==> src/rtl/sar_search_ctrl_if.sv <==
// Comparator-side bundle for the successive-approximation search controller.
// The controller (master) drives the trial operand and status. The comparator
// and requester side (slave) returns the eq/gt/lt flags and the start request.
interface sar_search_ctrl_if #(
    parameter int WIDTH = 4
);
    logic             start;
    logic             cmp_eq;
    logic             cmp_gt;
    logic             cmp_lt;
    logic [WIDTH-1:0] trial;
    logic             busy;
    logic             done;
    logic [WIDTH-1:0] result;
    logic             err;

    modport master (
        input  start, cmp_eq, cmp_gt, cmp_lt,
        output trial, busy, done, result, err
    );

    modport slave (
        output start, cmp_eq, cmp_gt, cmp_lt,
        input  trial, busy, done, result, err
    );
endinterface

==> src/rtl/sar_search_ctrl.sv <==
// Successive-approximation search controller.
// It drives the b operand (trial) of an external magnitude comparator and
// recovers the comparator's a value one bit at a time, starting at the MSB.
// CMP_LAT adds settle cycles after each trial update, before the flags are sampled.
// Optional build macro SAR_EARLY_EXIT_EN: a valid cmp_eq in TRY ends the
// search at once, and the current trial becomes the result.
module sar_search_ctrl #(
    parameter int WIDTH   = 4,
    parameter int CMP_LAT = 0
) (
    input  logic             clk,
    input  logic             rst,
    sar_search_ctrl_if.master bus
);

    typedef enum logic [1:0] {
        S_IDLE,
        S_TRY,
        S_WAIT,
        S_DONE
    } state_t;

    localparam int               KW         = (WIDTH > 1) ? $clog2(WIDTH) : 1;
    localparam int               CW         = (CMP_LAT > 1) ? $clog2(CMP_LAT) : 1;
    localparam logic [CW-1:0]    CNT_RELOAD = (CMP_LAT > 0) ? CW'(CMP_LAT - 1) : '0;
    localparam logic [WIDTH-1:0] TRIAL_INIT = WIDTH'(1) << (WIDTH - 1);
    localparam logic [KW-1:0]    K_INIT     = KW'(WIDTH - 1);
    // Every trial update goes through WAIT when the comparator needs settle time.
    localparam state_t           ARM_STATE  = (CMP_LAT > 0) ? S_WAIT : S_TRY;

    state_t           state_q, state_d;
    logic [WIDTH-1:0] trial_q, trial_d;
    logic [KW-1:0]    k_q, k_d;
    logic [CW-1:0]    cnt_q, cnt_d;
    logic [WIDTH-1:0] result_q, result_d;
    logic             busy_q, busy_d;
    logic             done_q, done_d;
    logic             err_q, err_d;

    logic             flags_ok;
    logic             keep_bit;
    logic [WIDTH-1:0] decided;

    // Decide the current bit from the flags, and compute the next state and registers.
    always_comb begin
        // NOTE: every variable gets a default before the case, so no path can infer a latch.
        state_d  = state_q;
        trial_d  = trial_q;
        k_d      = k_q;
        cnt_d    = cnt_q;
        result_d = result_q;
        busy_d   = busy_q;
        done_d   = 1'b0;
        err_d    = err_q;

        // An illegal flag combination counts as "a < trial", so the bit is cleared.
        flags_ok     = $onehot({bus.cmp_eq, bus.cmp_gt, bus.cmp_lt});
        keep_bit     = flags_ok && (bus.cmp_gt || bus.cmp_eq);
        decided      = trial_q;
        decided[k_q] = keep_bit;

        case (state_q)
            S_IDLE, S_DONE: begin
                if (bus.start) begin
                    state_d = ARM_STATE;
                    trial_d = TRIAL_INIT;
                    k_d     = K_INIT;
                    cnt_d   = CNT_RELOAD;
                    busy_d  = 1'b1;
                    err_d   = 1'b0;
                end else if (state_q == S_DONE) begin
                    state_d = S_IDLE;
                end
            end

            S_WAIT: begin
                if (cnt_q == '0) begin
                    state_d = S_TRY;
                end else begin
                    cnt_d = cnt_q - 1'b1;
                end
            end

            S_TRY: begin
                if (!flags_ok) begin
                    err_d = 1'b1;
                end
`ifdef SAR_EARLY_EXIT_EN
                if (flags_ok && bus.cmp_eq) begin
                    result_d = trial_q;
                    busy_d   = 1'b0;
                    done_d   = 1'b1;
                    state_d  = S_DONE;
                end else
`endif
                if (k_q != '0) begin
                    trial_d              = decided;
                    trial_d[k_q - 1'b1]  = 1'b1;
                    k_d                  = k_q - 1'b1;
                    cnt_d                = CNT_RELOAD;
                    state_d              = ARM_STATE;
                end else begin
                    trial_d  = decided;
                    result_d = decided;
                    busy_d   = 1'b0;
                    done_d   = 1'b1;
                    state_d  = S_DONE;
                end
            end

            default: state_d = S_IDLE;
        endcase
    end

    // State and datapath registers with synchronous reset.
    always_ff @(posedge clk) begin
        // NOTE: sequential state uses non-blocking assignments, so all registers update together at the edge.
        if (rst) begin
            state_q  <= S_IDLE;
            trial_q  <= '0;
            k_q      <= '0;
            cnt_q    <= '0;
            result_q <= '0;
            busy_q   <= 1'b0;
            done_q   <= 1'b0;
            err_q    <= 1'b0;
        end else begin
            state_q  <= state_d;
            trial_q  <= trial_d;
            k_q      <= k_d;
            cnt_q    <= cnt_d;
            result_q <= result_d;
            busy_q   <= busy_d;
            done_q   <= done_d;
            err_q    <= err_d;
        end
    end

    assign bus.trial  = trial_q;
    assign bus.busy   = busy_q;
    assign bus.done   = done_q;
    assign bus.result = result_q;
    assign bus.err    = err_q;

endmodule

==> src/flat_wrapper.sv <==
// flat-port wrapper written by rule: the top's interface ports become plain ports
module sar_search_ctrl_flat 
#(
    parameter int WIDTH   = 4,
    parameter int CMP_LAT = 0
)
  (clk, rst, bus_start, bus_cmp_eq, bus_cmp_gt, bus_cmp_lt, bus_trial, bus_busy, bus_done, bus_result, bus_err);
  sar_search_ctrl_if #(.WIDTH(WIDTH)) bus_i ();
  input  logic clk;
  input  logic rst;
  input wire logic [$bits(bus_i.start)-1:0] bus_start;
  input wire logic [$bits(bus_i.cmp_eq)-1:0] bus_cmp_eq;
  input wire logic [$bits(bus_i.cmp_gt)-1:0] bus_cmp_gt;
  input wire logic [$bits(bus_i.cmp_lt)-1:0] bus_cmp_lt;
  output wire logic [$bits(bus_i.trial)-1:0] bus_trial;
  output wire logic [$bits(bus_i.busy)-1:0] bus_busy;
  output wire logic [$bits(bus_i.done)-1:0] bus_done;
  output wire logic [$bits(bus_i.result)-1:0] bus_result;
  output wire logic [$bits(bus_i.err)-1:0] bus_err;
  assign bus_i.start = bus_start;
  assign bus_i.cmp_eq = bus_cmp_eq;
  assign bus_i.cmp_gt = bus_cmp_gt;
  assign bus_i.cmp_lt = bus_cmp_lt;
  assign bus_trial = bus_i.trial;
  assign bus_busy = bus_i.busy;
  assign bus_done = bus_i.done;
  assign bus_result = bus_i.result;
  assign bus_err = bus_i.err;
  sar_search_ctrl #(.WIDTH(WIDTH), .CMP_LAT(CMP_LAT)) u_core (.clk(clk), .rst(rst), .bus(bus_i));
endmodule
==> config.mk <==
export PLATFORM = sky130hd
export DESIGN_NAME = sar_search_ctrl_flat
export DESIGN_NICKNAME = d
export VERILOG_FILES = /design/src/rtl/sar_search_ctrl_if.sv /design/src/rtl/sar_search_ctrl.sv /design/src/flat_wrapper.sv
export SDC_FILE = /design/constraint.sdc
export NUM_CORES = 1
export LEC_CHECK = 0
export BUFFER_PORTS_ARGS = -buffer_cell sky130_fd_sc_hd__buf_4
export CELL_PAD_IN_SITES_DETAIL_PLACEMENT = 1
export CELL_PAD_IN_SITES_GLOBAL_PLACEMENT = 1
export CORE_ASPECT_RATIO = 0.6
export CORE_MARGIN = 2
export CORE_UTILIZATION = 30
export CTS_CLUSTER_DIAMETER = 150
export DETAILED_ROUTE_END_ITERATION = 7
export PLACE_DENSITY = 0.6
export SLEW_MARGIN = 20
export SYNTH_ARGS = -nofsm -noshare
export SYNTH_HDL_FRONTEND = slang
export SYNTH_SLANG_ARGS = --single-unit
==> constraint.sdc <==
create_clock -name clk -period 2.3 [get_ports clk]
set_input_delay 0.23 -clock clk [delete_from_list [all_inputs] [get_ports clk]]
set_output_delay 0.23 -clock clk [all_outputs]
set_load 0.02 [all_outputs]
Word-level counts from Yosys, hierarchy flattened
Cells that the tools add are included.
{"block": "totals", "reg_bits": 16, "in_bits": 6, "output_inout_bits": 11, "word_cells": 71}
{"block": "classes", "add_sub_neg": 4, "magnitude_cmp": 4, "eq_ne": 10, "n_mux": 26, "bitwise": 3, "reduce_logical": 16}
{"op": "two-way mux 2 bit", "n": 6}
{"op": "two-way mux 1 bit", "n": 9}
{"op": "AND reduction 3 bit", "n": 3}
{"op": "two-way mux 4 bit", "n": 2}
{"op": "!= test 2 bit (second input constant)", "n": 4}
{"op": "one-hot mux 4 bit (2 select lines)", "n": 1}
{"op": "AND reduction 2 bit", "n": 4}
{"op": "less-than comparator 2 x 3 -> 1 bit (second input constant)", "n": 2}
{"op": "one-hot mux 2 bit (3 select lines)", "n": 1}
{"op": "bitwise mux 4 bit", "n": 1}
{"op": "demux 1 bit (select 2 bit)", "n": 2}
{"op": "== test 2 x 1 -> 1 bit (second input constant)", "n": 2}
{"op": "== test 2 bit (second input constant)", "n": 2}
{"op": "greater-or-equal comparator 2 x 1 -> 1 bit (second input constant)", "n": 2}
{"op": "OR 4 bit", "n": 1}
{"op": "one-hot mux 1 bit (2 select lines)", "n": 2}
{"op": "one-hot mux 2 bit (2 select lines)", "n": 1}
{"op": "nonzero test 2 bit", "n": 2}
{"op": "OR reduction 2 bit", "n": 2}
{"op": "logical AND 1 bit", "n": 3}
{"op": "!= test 3 x 2 -> 1 bit (second input constant)", "n": 1}
{"op": "one-hot mux 1 bit (3 select lines)", "n": 1}
{"op": "adder 1 x 1 -> 2 bit", "n": 1}
{"op": "adder 2 x 1 -> 2 bit", "n": 1}
{"op": "6 further kinds", "n": 7}

Longest topological paths before layout
{"block": "depth", "ltp_word": 8, "depth_mapped": 7, "ltp_nobuf": 6}

Worst setup path before layout
No wires, ideal clock.
{"block": "synth_path", "path_kind": "input -> register", "from": "input bus_cmp_lt", "to": "register u_core.trial_q[1] (netlist: u_core.bus.trial[1])", "setup_time_ns": 0.103, "arrival_ns": 1.516, "t_required_ns": 2.197, "path_slack_ns": 0.681, "path_stages": 5, "n_path_buf": 0, "path_cell_list": "fa_1 nand2b_4 o31ai_4 o21ai_1 a2111oi_2"}
{"block": "synth_between", "elab_chain_len": 8}
{"item": "from (decl)", "line": "flat_wrapper.sv:14", "text": "input wire logic [$bits(bus_i.cmp_lt)-1:0] bus_cmp_lt;"}
{"item": "adder 1 x 1 -> 2 bit (not written as such) *", "line": "sar_search_ctrl.sv:57", "text": "flags_ok = $onehot({bus.cmp_eq, bus.cmp_gt, bus.cmp_lt});"}
{"item": "adder 2 x 1 -> 2 bit (not written as such) *", "line": "sar_search_ctrl.sv:57"}
{"item": "== test 2 x 1 -> 1 bit *", "line": "sar_search_ctrl.sv:57"}
{"item": "logical AND 1 bit *", "line": "sar_search_ctrl.sv:58", "text": "keep_bit = flags_ok && (bus.cmp_gt || bus.cmp_eq);"}
{"item": "bitwise mux 4 bit *", "line": "sar_search_ctrl.sv:60", "text": "decided[k_q] = keep_bit;"}
{"item": "OR 4 bit (no source line)"}
{"item": "two-way mux 4 bit *", "line": "sar_search_ctrl.sv:96", "text": "if (k_q != '0) begin"}
{"item": "one-hot mux 4 bit (2 select lines) *", "line": "sar_search_ctrl.sv:62", "text": "case (state_q)"}
{"item": "to (signal assigned)", "line": "sar_search_ctrl.sv:129", "text": "trial_q <= trial_d;"}
{"item": "to (decl)", "line": "sar_search_ctrl.sv:32", "text": "logic [WIDTH-1:0] trial_q, trial_d;"}
Every way passes the cells marked *; elsewhere a longest branch is shown, timed or not.
A chain may end at the register's enable or synchronous reset.

Worst setup path in the final report
{"block": "layout_path", "from": "register u_core.k_q[0]", "to": "register u_core.k_q[0]"}
{"block": "layout_between", "elab_chain_len": 3, "word_cells_on_any_way": 6, "classes_between": "1 x add/sub; 1 x eq/ne; 2 x mux; 2 x reduce/logical"}
{"item": "from (decl)", "line": "sar_search_ctrl.sv:33", "text": "logic [KW-1:0] k_q, k_d;"}
{"item": "from (signal assigned)", "line": "sar_search_ctrl.sv:130", "text": "k_q <= k_d;"}
{"item": "subtractor 2 x 1 -> 2 bit / nonzero test 2 bit (equally long branches)", "line": "sar_search_ctrl.sv:99, sar_search_ctrl.sv:96"}
{"item": "two-way mux 2 bit / != test 2 x 1 -> 1 bit (equally long branches)"}
{"item": "one-hot mux 2 bit (2 select lines) / AND reduction 3 bit (equally long branches)"}
Parallel ways exist; a longest one is shown, timed or not. The select of a mux whose other input is x is not followed.

==> flow_metrics.env <==
export IMPL_cap_violations=0
export IMPL_cts_max_path_buffers=2
export IMPL_first_global_vias=735
export IMPL_core_um2=2590
export IMPL_hp_start="rst"
export IMPL_seq_area_um2=300
export IMPL_diodes=0
export IMPL_die_x_um=72.6
export IMPL_vias_per_cell=4.92
export IMPL_row_count=14
export IMPL_dp_hpwl_mm=1.58
export IMPL_hold_path_depth=2
export IMPL_cp_end_kind="flip-flop"
export IMPL_area_delta_synth_final_pct=23.7
export IMPL_period_share=0.735
export IMPL_synthTopCellsByArea="dfxtp_1 36%, ha_1 12%, nor2_1 6.7%"
export IMPL_avgSynthCellArea_um2=8.29
export IMPL_relSlewSlack=0.702
export IMPL_finalHoldViolCount=0
export IMPL_start_util=0.326
export IMPL_multi_input_area_um2=498
export IMPL_portBuffers=16
export IMPL_die_h_um=45.1
export IMPL_status="completed"
export IMPL_synth_fp_nets=117
export IMPL_finalWirelength_mm=2.08
export IMPL_nets=136
export IMPL_setup_violations=0
export IMPL_ctsResizeCount=0
export IMPL_r2r_setup_slack_ns=0.61
export IMPL_max_freq_ghz=0.592
export IMPL_yosys_most_used_dff="dfxtp_1"
export IMPL_cts_clk_slew_worst_paths_ns=0.06
export IMPL_slew_viol_final=0
export IMPL_dieArea_um2=3270
export IMPL_antenna_left=0
export IMPL_firstDrtPassIters=4
export IMPL_p_leak_nw=0.454
export IMPL_timing_rr_end="u_core.k_q[0]$_SDFFE_PP0P_"
export IMPL_switching_power_mw=0.296
export IMPL_ys_seq_elements=15
export IMPL_grt_max_degree=17
export IMPL_fin_ws_ns=0.610
export IMPL_pwr_share_comb=0.345
export IMPL_hold_buffers=0
export IMPL_grt_pass1_wl_mm=3.53
export IMPL_startpoint_type="flip-flop"
export IMPL_place_gp_congestion=0.745
export IMPL_vias=748
export IMPL_clock_sinks=15
export IMPL_cts_setup_buffers=0
export IMPL_drt_iter0_drc=11
export IMPL_worstMarginPinSlew_ns=0.446
export IMPL_io_pins=17
export IMPL_p_sw_frac=0.361
export IMPL_post_route_cells_drive_above_1_share=0.208
export IMPL_synthCells=102
export IMPL_timing_rr_start="u_core.k_q[0]$_SDFFE_PP0P_"
export IMPL_rsz0062_at_grt="false"
export IMPL_min_path_type="input pin to flip-flop"
export IMPL_root_buffer="clkbuf_8"
export IMPL_synth_cell_area_um2=846
export IMPL_synth_cell_type_count=27
export IMPL_fillers=324
export IMPL_detail_route_wl_per_cell_um=13.7
export IMPL_p_int_mw=0.525
export IMPL_pwr_share_clk=0.260
export IMPL_htree_levels=1
export IMPL_min_to="u_core.state_q[1]$_SDFFE_PP0P_"
export IMPL_cp_arrival_ns=1.87
export IMPL_synth_top_cell_area_share=0.355
export IMPL_overflow=0
export IMPL_peakVddDrop_mv=0.302
export IMPL_layout_min_cycle_time_ns=1.69
export IMPL_synth_seq_area_share=0.355
export IMPL_skew_ns=0.00275
export IMPL_rr_worst_depth=6
export IMPL_fin_tns_setup_ns=0
export IMPL_clk_latency_ns=0.25
export IMPL_grt_total_usage=0.143
export IMPL_critPathRequiredTime_ns=2.48
export IMPL_synth_edf_count=0
export IMPL_timing_hold_ws_ns=0.286
export IMPL_p_seq_frac=0.395
export IMPL_cts_buffers=3
export IMPL_crit_type="flip-flop to flip-flop"
export IMPL_antenna_found_initial=0
export IMPL_yosysWarnings=0
export IMPL_crit_fanout=8
export IMPL_cts_tree="yes"
export IMPL_dpl_worst_slack_ns=0.485
export IMPL_synthArstFlopShare=0
export IMPL_drc_errors=0
export IMPL_p_per_area_nw_per_um2=786
export IMPL_synth_top_cell_by_area="dfxtp_1"
## power groups by stage
stage          logic [mW]  clock network, mW  registers, mW
6_report            0.284              0.213          0.325
5_1_grt             0.318              0.236          0.331
4_1_cts             0.287              0.224          0.325
3_5_place_dp        0.286                  0          0.331
3_3_place_gp        0.284                  0          0.329
2_1_floorplan       0.169                  0          0.349
## Yosys cell counts (2+ instances only)
master / n
nor2b_1: 3
a21oi_1: 10
a221oi_1: 2
nor3_1: 6
nor2_1: 15
ha_1: 8
o21ai_1: 4
nand2b_1: 2
nand2_1: 9
buf_2: 2
dfxtp_1: 15
o21ai_0: 3
inv_1: 9
## routing by layer
layer,global-route usage,share of wire
met1,0.204,0.55
met5,0,0
met3,0.0536,0.054
met4,0.0222,0.0043
met2,0.209,0.39
## stage by stage
step	cells	total power, mW	util	area, µm²
global route	152	0.884	0.403	1050
global placement	148	0.614	0.386	1000
finish	152	0.822	0.403	1050
CTS	152	0.837	0.403	1050
floorplan	102	0.518	-	846
detailed placement	148	0.617	0.386	1000
## critical path, stage by stage, from the launching register on
cell and delay (ns):
dfxtp_1 0.47, inv_1 0.16, ha_1 0.32, and2_1 0.28, nor2_1 0.18, nand2_1 0.08, a21oi_1 0.12
## area by class of cell
type	instances	share of cell area
inverter	9	0.0323
multi-input combinational	75	0.476
clock buffer	3	0.0395
clock inverter	1	0.00478
timing repair buffer	17	0.122
sequential	15	0.287
tap	32	0.0383
## layout by cell type (no fill, tap or decap), types with 2 or more instances in the layout
master	Yosys	routed
a21oi_1	10	10
a221oi_1	2	2
buf_4	0	17
clkbuf_8	0	3
dfxtp_1	15	15
ha_1	8	8
inv_1	9	9
nand2_1	9	9
nand2b_1	2	2
nor2_1	15	15
nor2b_1	3	3
nor3_1	6	6
o21ai_0	3	3
o21ai_1	4	4
## worst max-delay path by stage
| stage | start | endpoint | slack (ns) | cells after the start |
|---|---|---|---|---|
| 2_1_floorplan | bus_cmp_lt | u_core.bus.trial[1]$_SDFFE_PP0P_ | 0.68 | 5 |
| 3_3_place_gp | bus_cmp_lt | u_core.bus.trial[1]$_SDFFE_PP0P_ | 0.53 | 6 |
| 3_5_place_dp | bus_cmp_lt | u_core.bus.trial[1]$_SDFFE_PP0P_ | 0.48 | 6 |
| 4_1_cts | u_core.k_q[0]$_SDFFE_PP0P_ | u_core.bus.result[3]$_SDFFE_PP0P_ | 0.59 | 6 |
| 5_1_grt | u_core.k_q[0]$_SDFFE_PP0P_ | u_core.k_q[0]$_SDFFE_PP0P_ | 0.41 | 6 |
| 6_report | u_core.k_q[0]$_SDFFE_PP0P_ | u_core.k_q[0]$_SDFFE_PP0P_ | 0.61 | 6 |
## registers in the layout, indices dropped and copies added (netlist names)
signal and flops:
u_core.bus.busy 1, u_core.bus.done 1, u_core.bus.err 1, u_core.bus.result 4
u_core.bus.trial 4, u_core.k_q 2, u_core.state_q 2
## cell families (layout without fill, tap and decap cells)
logic type / Yosys count / after routing / share of synthesized area
AND/OR/NAND/NOR: 39 / 39 / 0.219
adder cells (fa/ha/maj): 9 / 9 / 0.142
flip-flops: 15 / 15 / 0.355
multiplexers: 1 / 1 / 0.0118
AO/OA/AOI/OAI: 26 / 26 / 0.216
buffers and inverters: 12 / 30 / 0.0562
No activity file was read; power rests on OpenSTA's default activity.
